===== src/rtl/dma_stream_framer.sv =====
// rtl/dma_stream_framer.sv - block framer and FWFT buffer between the output DMA and the chiplet link
//
// Buffers the DMA's free-running sample stream (no backpressure) in a
// first-word-fall-through FIFO and re-emits it on a ready/valid link.
// Each sample is tagged with m_last when it closes a BLOCK_SIZE block.
// Dropped samples raise the sticky overflow flag; an in_done pulse that
// arrives mid-block raises the sticky short_block flag and resyncs framing.
//
// Optional feature: define DMA_FRAMER_PARITY_EN to add m_parity (XOR of the
// sample bits, captured at write time and presented with the head entry).
//
// Ports:
//   clk, reset_n            clock, asynchronous active-low reset
//   in_data, in_valid       DMA sample stream (cannot be stalled)
//   in_done                 one-cycle end-of-block pulse from the DMA
//   m_data, m_last, m_valid FIFO head, block-end tag, non-empty
//   m_ready                 consumer accepts head on m_valid && m_ready
//   clr_flags               clears overflow and short_block
//   overflow, short_block   sticky error flags
//   fifo_level              current FIFO occupancy
//   m_parity                head parity (DMA_FRAMER_PARITY_EN only)

module dma_stream_framer #(
    parameter int DATA_WIDTH = 12,
    parameter int BLOCK_SIZE = 256,
    parameter int FIFO_DEPTH = 16
) (
    input  logic                          clk,
    input  logic                          reset_n,
    input  logic [DATA_WIDTH-1:0]         in_data,
    input  logic                          in_valid,
    input  logic                          in_done,
    output logic [DATA_WIDTH-1:0]         m_data,
    output logic                          m_last,
    output logic                          m_valid,
    input  logic                          m_ready,
    input  logic                          clr_flags,
    output logic                          overflow,
    output logic                          short_block,
`ifdef DMA_FRAMER_PARITY_EN
    output logic                          m_parity,
`endif
    output logic [$clog2(FIFO_DEPTH):0]   fifo_level
);

    localparam int AW = $clog2(FIFO_DEPTH);
    localparam int CW = $clog2(BLOCK_SIZE);
`ifdef DMA_FRAMER_PARITY_EN
    localparam int EW = DATA_WIDTH + 2;
`else
    localparam int EW = DATA_WIDTH + 1;
`endif
    localparam logic [CW-1:0] CNT_MAX  = CW'(BLOCK_SIZE - 1);
    localparam logic [AW:0]   LVL_FULL = (AW + 1)'(FIFO_DEPTH);

    // Entry layout: {[parity,] data, last}
    logic [EW-1:0]   mem [FIFO_DEPTH];
    logic [AW-1:0]   wr_ptr;
    logic [AW-1:0]   rd_ptr;
    logic [AW:0]     level;
    logic [CW-1:0]   cnt;
    logic [CW-1:0]   cnt_inc;
    logic [EW-1:0]   wr_entry;
    logic [EW-1:0]   head;
    logic            full;
    logic            rd_en;
    logic            wr_en;
    logic            is_last;
    logic            ovf_set;
    logic            short_set;

    assign m_valid = (level != '0);
    assign full    = (level == LVL_FULL);
    assign rd_en   = m_valid && m_ready;
    // A full FIFO still accepts a write when the head leaves in the same cycle.
    assign wr_en   = in_valid && (!full || rd_en);
    assign is_last = (cnt == CNT_MAX);

    // Counter advances on every in_valid, dropped or not, so framing survives overflow.
    always_comb begin
        cnt_inc = cnt;
        if (in_valid) begin
            cnt_inc = is_last ? '0 : cnt + CW'(1);
        end
    end

    // in_done is judged against the post-increment count: a pulse on the
    // closing sample of a block is a clean end, anything else is short.
    assign ovf_set   = in_valid && !wr_en;
    assign short_set = in_done && (cnt_inc != '0);

`ifdef DMA_FRAMER_PARITY_EN
    assign wr_entry = {^in_data, in_data, is_last};
`else
    assign wr_entry = {in_data, is_last};
`endif

    // Storage is not reset; the head is masked to zero while empty instead.
    assign head   = m_valid ? mem[rd_ptr] : '0;
    assign m_last = head[0];
    assign m_data = head[DATA_WIDTH:1];
`ifdef DMA_FRAMER_PARITY_EN
    assign m_parity = head[EW-1];
`endif

    assign fifo_level = level;

    always_ff @(posedge clk) begin
        if (wr_en) begin
            mem[wr_ptr] <= wr_entry;
        end
    end

    always_ff @(posedge clk or negedge reset_n) begin
        if (!reset_n) begin
            wr_ptr      <= '0;
            rd_ptr      <= '0;
            level       <= '0;
            cnt         <= '0;
            overflow    <= 1'b0;
            short_block <= 1'b0;
        end else begin
            if (wr_en) begin
                wr_ptr <= wr_ptr + AW'(1);
            end
            if (rd_en) begin
                rd_ptr <= rd_ptr + AW'(1);
            end
            case ({wr_en, rd_en})
                2'b10:   level <= level + (AW + 1)'(1);
                2'b01:   level <= level - (AW + 1)'(1);
                default: level <= level;
            endcase
            cnt         <= short_set ? '0 : cnt_inc;
            // Set beats clear when both happen in the same cycle.
            overflow    <= ovf_set   | (overflow    & ~clr_flags);
            short_block <= short_set | (short_block & ~clr_flags);
        end
    end

endmodule


===== config.mk =====
export PLATFORM = sky130hd
export DESIGN_NAME = dma_stream_framer
export DESIGN_NICKNAME = d
export VERILOG_FILES = /design/src/rtl/dma_stream_framer.sv
export SDC_FILE = /design/constraint.sdc
export NUM_CORES = 1
export LEC_CHECK = 0
export ABC_AREA = 1
export CAP_MARGIN = 40
export CORE_MARGIN = 2
export CORE_UTILIZATION = 39
export CTS_CLUSTER_DIAMETER = 50
export DETAILED_ROUTE_END_ITERATION = 10
export PLACE_DENSITY_LB_ADDON = 0.05
export SLEW_MARGIN = 20
export SYNTH_ARGS = -nofsm -noshare
export SYNTH_HDL_FRONTEND = slang
export SYNTH_SLANG_ARGS = --single-unit

===== constraint.sdc =====
create_clock -name clk -period 3.43 [get_ports clk]
set_clock_uncertainty 0.2 [all_clocks]
set_input_delay 0.686 -clock clk [delete_from_list [all_inputs] [get_ports clk]]
set_output_delay 0.686 -clock clk [all_outputs]
set_load 0.1 [all_outputs]

Yosys cells after proc, flatten, opt, wreduce, memory -nomap -nowiden
Memories as Yosys holds them, arrays and structs flattened.
Cells that the tools add are included.
W data, S select, Z words.
{ "classes": {"n_mux": 7, "addsub": 5, "n_eq_ne": 4, "n_bitwise": 5, "reduce_logical": 10} }
{ "op_table": {"columns": ["op", "n"], "rows": [
  ["$mux W8", 3],
  ["$mux W13", 1],
  ["$pmux W5 S2", 1],
  ["$add A4 B1 Y4 const B", 2],
  ["$add A8 B1 Y8 const B", 1],
  ["$eq A8 B8 Y1 const B", 1],
  ["$reduce_bool A8 Y1", 1],
  ["$add A5 B1 Y5 const B", 1],
  ["$eq A5 B5 Y1 const B", 1],
  ["$reduce_bool A5 Y1", 1],
  ["$sub A5 B1 Y5 const B", 1],
  ["$logic_and A1 B1 Y1", 4],
  ["$and A1 B1 Y1", 2],
  ["$eq A2 B1 Y1 const B", 1],
  ["$eq A2 B2 Y1 const B", 1],
  ["$logic_not A1 Y1", 2],
  ["$mux W1", 2],
  ["$or A1 B1 Y1", 2],
  ["$reduce_bool A2 Y1", 1],
  ["$logic_or A1 B1 Y1", 1],
  ["$not A1 Y1", 1]
]} }
{ "word_totals": {"out_inout_bits": 21, "ram_bits": 208, "n_memories": 1, "register_bits": 23} }
{ "memory_table": {"columns": ["memory", "depth", "word_bits", "read_ports", "rd_ports_with_merged_regs", "wr", "line", "rtl"], "rows": [
  ["mem", 16, 13, 1, 0, 1, "57", "logic [EW-1:0] mem [FIFO_DEPTH];"]
]} }

Depth between registers and ports, before layout
{ "depth": {"word_depth": 7, "depth_mapped": 12, "ltp_nobuf": 12} }

Worst setup path before layout
No wires, ideal clock.
{ "synth_timing": {"kind": "reg-to-output", "startpoint": "reg level[0] (netlist: fifo_level[0])", "endpoint": "out m_data[10]", "t_arrival_ns": 3.604, "stages_incl_launch_ff": 6, "t_required_ns": 2.544, "path_slack_ns": -1.060, "n_path_buf": 1, "cell_sequence": "dfrtp_1 > inv_1 > nand4_2 > inv_1 > clkbuf_1 > a21oi_1"} }
{ "synth_via": {"elab_chain_len": 2} }
{ "synth_rtl": {"columns": ["element", "line", "rtl"], "rows": [
  ["start: declaration", "60", "logic [AW:0] level;"],
  ["start signal: assignment", "130", "2'b10: level <= level + (AW + 1)'(1);"],
  ["start signal: assignment", "131", "2'b01: level <= level - (AW + 1)'(1);"],
  ["start signal: assignment", "132", "default: level <= level;"],
  ["$reduce_bool A5 Y1", "72", "assign m_valid = (level != '0);"],
  ["net m_valid", "35", "output logic m_valid,"],
  ["$mux W13", "99", "assign head = m_valid ? mem[rd_ptr] : '0;"],
  ["end: declaration", "33", "output logic [DATA_WIDTH-1:0] m_data,"]
]} }
The timed path passes the listed nets, and every way through them passes these cells.

Worst setup path in the final report
{ "layout_timing": {"startpoint": "reg rd_ptr[0]", "endpoint": "out m_data[0]"} }
{ "layout_via": {"elab_chain_len": 2} }
{ "layout_rtl": {"columns": ["element", "line", "rtl"], "rows": [
  ["start: declaration", "59", "logic [AW-1:0] rd_ptr;"],
  ["start signal: assignment", "127", "rd_ptr <= rd_ptr + AW'(1);"],
  ["$mem_v2 Z16 W13", null, null],
  ["$mux W13", "99", null]
]} }
Every way passes these cells.

==> impl_metrics.json <==
{
  "status": "finished clean",
  "ys_types": 31,
  "crit_type": "reg -> out",
  "rows": 58,
  "place_ws_ns": 0.444,
  "syn_to_final_growth_pct": 23.0,
  "worst_pin_slew_ns": 0.707,
  "synth_area_sq_um": 9800,
  "setup_viol_count_final": 0,
  "seq_area_frac_synth_pct": 69.6,
  "clockRootBuffer": "clkbuf_16",
  "setup_slack_ns": 0.126,
  "syn_inst": 846,
  "arrival_ns": 2.42,
  "insertion_delay_ns": 0.54,
  "cts_buffer_depth": 3,
  "final_common_cell": "nand2_1",
  "relSlewSlack_pct": 52.7,
  "die-width_um": 163,
  "clock.fmax_ghz": 0.303,
  "die_h_um": 163,
  "dr_total_vias": 6463,
  "syn_avg_cell_area_sq_um": 11.6,
  "ir_drop_mv": 0.828,
  "regArea_sq_um": 6830,
  "drt_iter0_markers": 491,
  "yosys_register_bits": 231,
  "routedWlPerCell_um": 20.7,
  "finalCriticalPeriod_ns": 3.30,
  "place_inst": 1212,
  "synth_fp_nets": 874,
  "end_kind": "output port",
  "hp-class": "in -> async",
  "synth_top_cell_by_area": "edfxtp_1",
  "grt_pass1_vias": 6468,
  "multi_input_area_sq_um": 2750,
  "grt_pass1_wl_um": 40000,
  "required_ns": 2.54,
  "drive_gt1_share_pct": 17.7,
  "top_level_ports": 39,
  "dr.pass1.iters": 5,
  "p_per_area_nw_per_um2": 1050,
  "dp_hpwl_um": 16500,
  "antenna_found_initial": 1,
  "wirelength_um": 26300,
  "clock-sinks": 231,
  "synth_area_leaders": "edfxtp_1, nand2_1, dfrtp_1",
  "rsz0062_at_grt": "true",
  "core-area_sq_um": 25000,
  "yosysWarnings": 0,
  "hold_viol": 0,
  "viasPerCell": 5.10,
  "gr-total-overflow": 0,
  "fill_cells": 2251,
  "drv_slew": 0,
  "timing.final.crit_share_pct": 96.3,
  "mostFrequentLayoutCells": "nand2_1, edfxtp_1, nor2_1",
  "fp.dieArea_sq_um": 26400,
  "r2r_slack_ns": 0.98,
  "clk_pin_slew_worst_paths_ns": 0.06,
  "async_reset_ff_share_pct": 9.96,
  "stdcell_count": 1268,
  "grt_use_total_pct": 20.4,
  "antennaDiodeCount": 0,
  "grt_max_degree": 81,
  "final_antenna_net_count": 0,
  "drc": 0,
  "power_mw": 12.7,
  "htree_levels": 1,
  "final.setup.tns_ns": 0,
  "start_kind": "flip-flop",
  "cap_violations": 0,
  "start_util_pct": 39.3,
  "synth_edf_count": 208,
  "synth_top_area_share_pct": 63.7,
  "nNetsFinal": 944,
  "crit_fanout": 26,
  "cts_tree": "built",
  "numCtsBuffers": 29,
  "portBuffers": 38,
  "ys.flop_type": "edfxtp_1",
  "place_congestion": 0.839,
  "p_leak_nw": 4.50
}
-- path summary, 6_finish.rpt --
path	start	endpoint	cells past startpoint
hold / removal	reset_n	rd_ptr[0]	1
hold reg to reg	overflow	overflow	2
setup reg to reg	fifo_level[1]	fifo_level[4]	12
min in group clk	overflow	overflow	2
max in group asynchronous	reset_n	fifo_level[2]	2
setup / recovery	rd_ptr[0]	m_data[0]	9
-- synthesized netlist by cell type, drive strengths merged, types with 2 or more instances --
cell    instances
nand4           4
nor2           86
nand3          65
buf            35
o21ai          36
a21oi          67
ha              9
dfrtp          23
inv            33
o31ai          26
or2             2
edfxtp        208
clkbuf          9
nand2         230
xor2            9
-- power by group --
group / total (mW) / switching, mW / internal, mW
sequential: 3.61 / 0.174 / 3.43
combinational: 5.98 / 4.12 / 1.86
clock: 3.12 / 1.19 / 1.93
-- worst max-delay path, stage by stage, from the launching register on --
cell     delay (ns)
dfrtp_4        0.52
inv_6          0.15
buf_12         0.19
nand2_1        0.06
nand3_1        0.08
nand2_1        0.13
a21oi_1        0.18
o31ai_1        0.15
a21oi_2        0.20
buf_12         0.20
-- sequential cells by signal, summed over array words and instances (netlist names) --
| signal | count |
|---|---|
| mem | 208 |
| cnt | 8 |
| fifo_level | 5 |
| rd_ptr | 4 |
| wr_ptr | 4 |
| overflow | 1 |
| short_block | 1 |
-- metrics by stage --
stage               utilization (%)  instance area (sq um)  hold slack, ns
floorplan                         -                   9940           0.190
global placement               44.0                  11000           0.281
detailed placement             44.0                  11000           0.291
CTS                            48.1                  12000           0.302
global route                   48.3                  12100           0.314
finish                         48.3                  12100           0.296
-- cells by family after synthesis --
| family | Yosys count | share of synthesized area, % |
|---|---|---|
| simple gates | 389 | 16.9 |
| flops | 231 | 69.6 |
| compound gates | 130 | 7.33 |
| buf+inv | 77 | 4.01 |
| fa+ha+maj | 10 | 1.35 |
| xor+xnor | 9 | 0.804 |
-- timing repair --
| item | 4_1_cts | 5_1_grt |
|---|---|---|
| setup buffers | 0 | 2 |
| gates cloned | 1 | 0 |
| setup endpoints to repair | 4 | 10 |
| pin swaps | 0 | 1 |
| resized for setup | 3 | 7 |
| endpoints found under the hold margin | 0 | 0 |
| hold buffers | 0 | 0 |
-- layout make-up --
class | count | share of cell area (%)
multi-input combinational | 538 | 22.8
sequential | 231 | 56.7
timing repair buffer | 83 | 7.73
clock inverter | 16 | 1.71
tap | 330 | 3.42
inverter | 33 | 1.10
clock buffer | 37 | 6.52
-- routing by layer --
metal	routed length, um	share of wire [%]	GRT usage [%]
met1	11700	45	28.6
met3	1620	6.2	3.87
met5	13	0.049	0
met4	533	2.0	5.03
met2	12400	47	33.0
(Power assumes the default switching activity.)
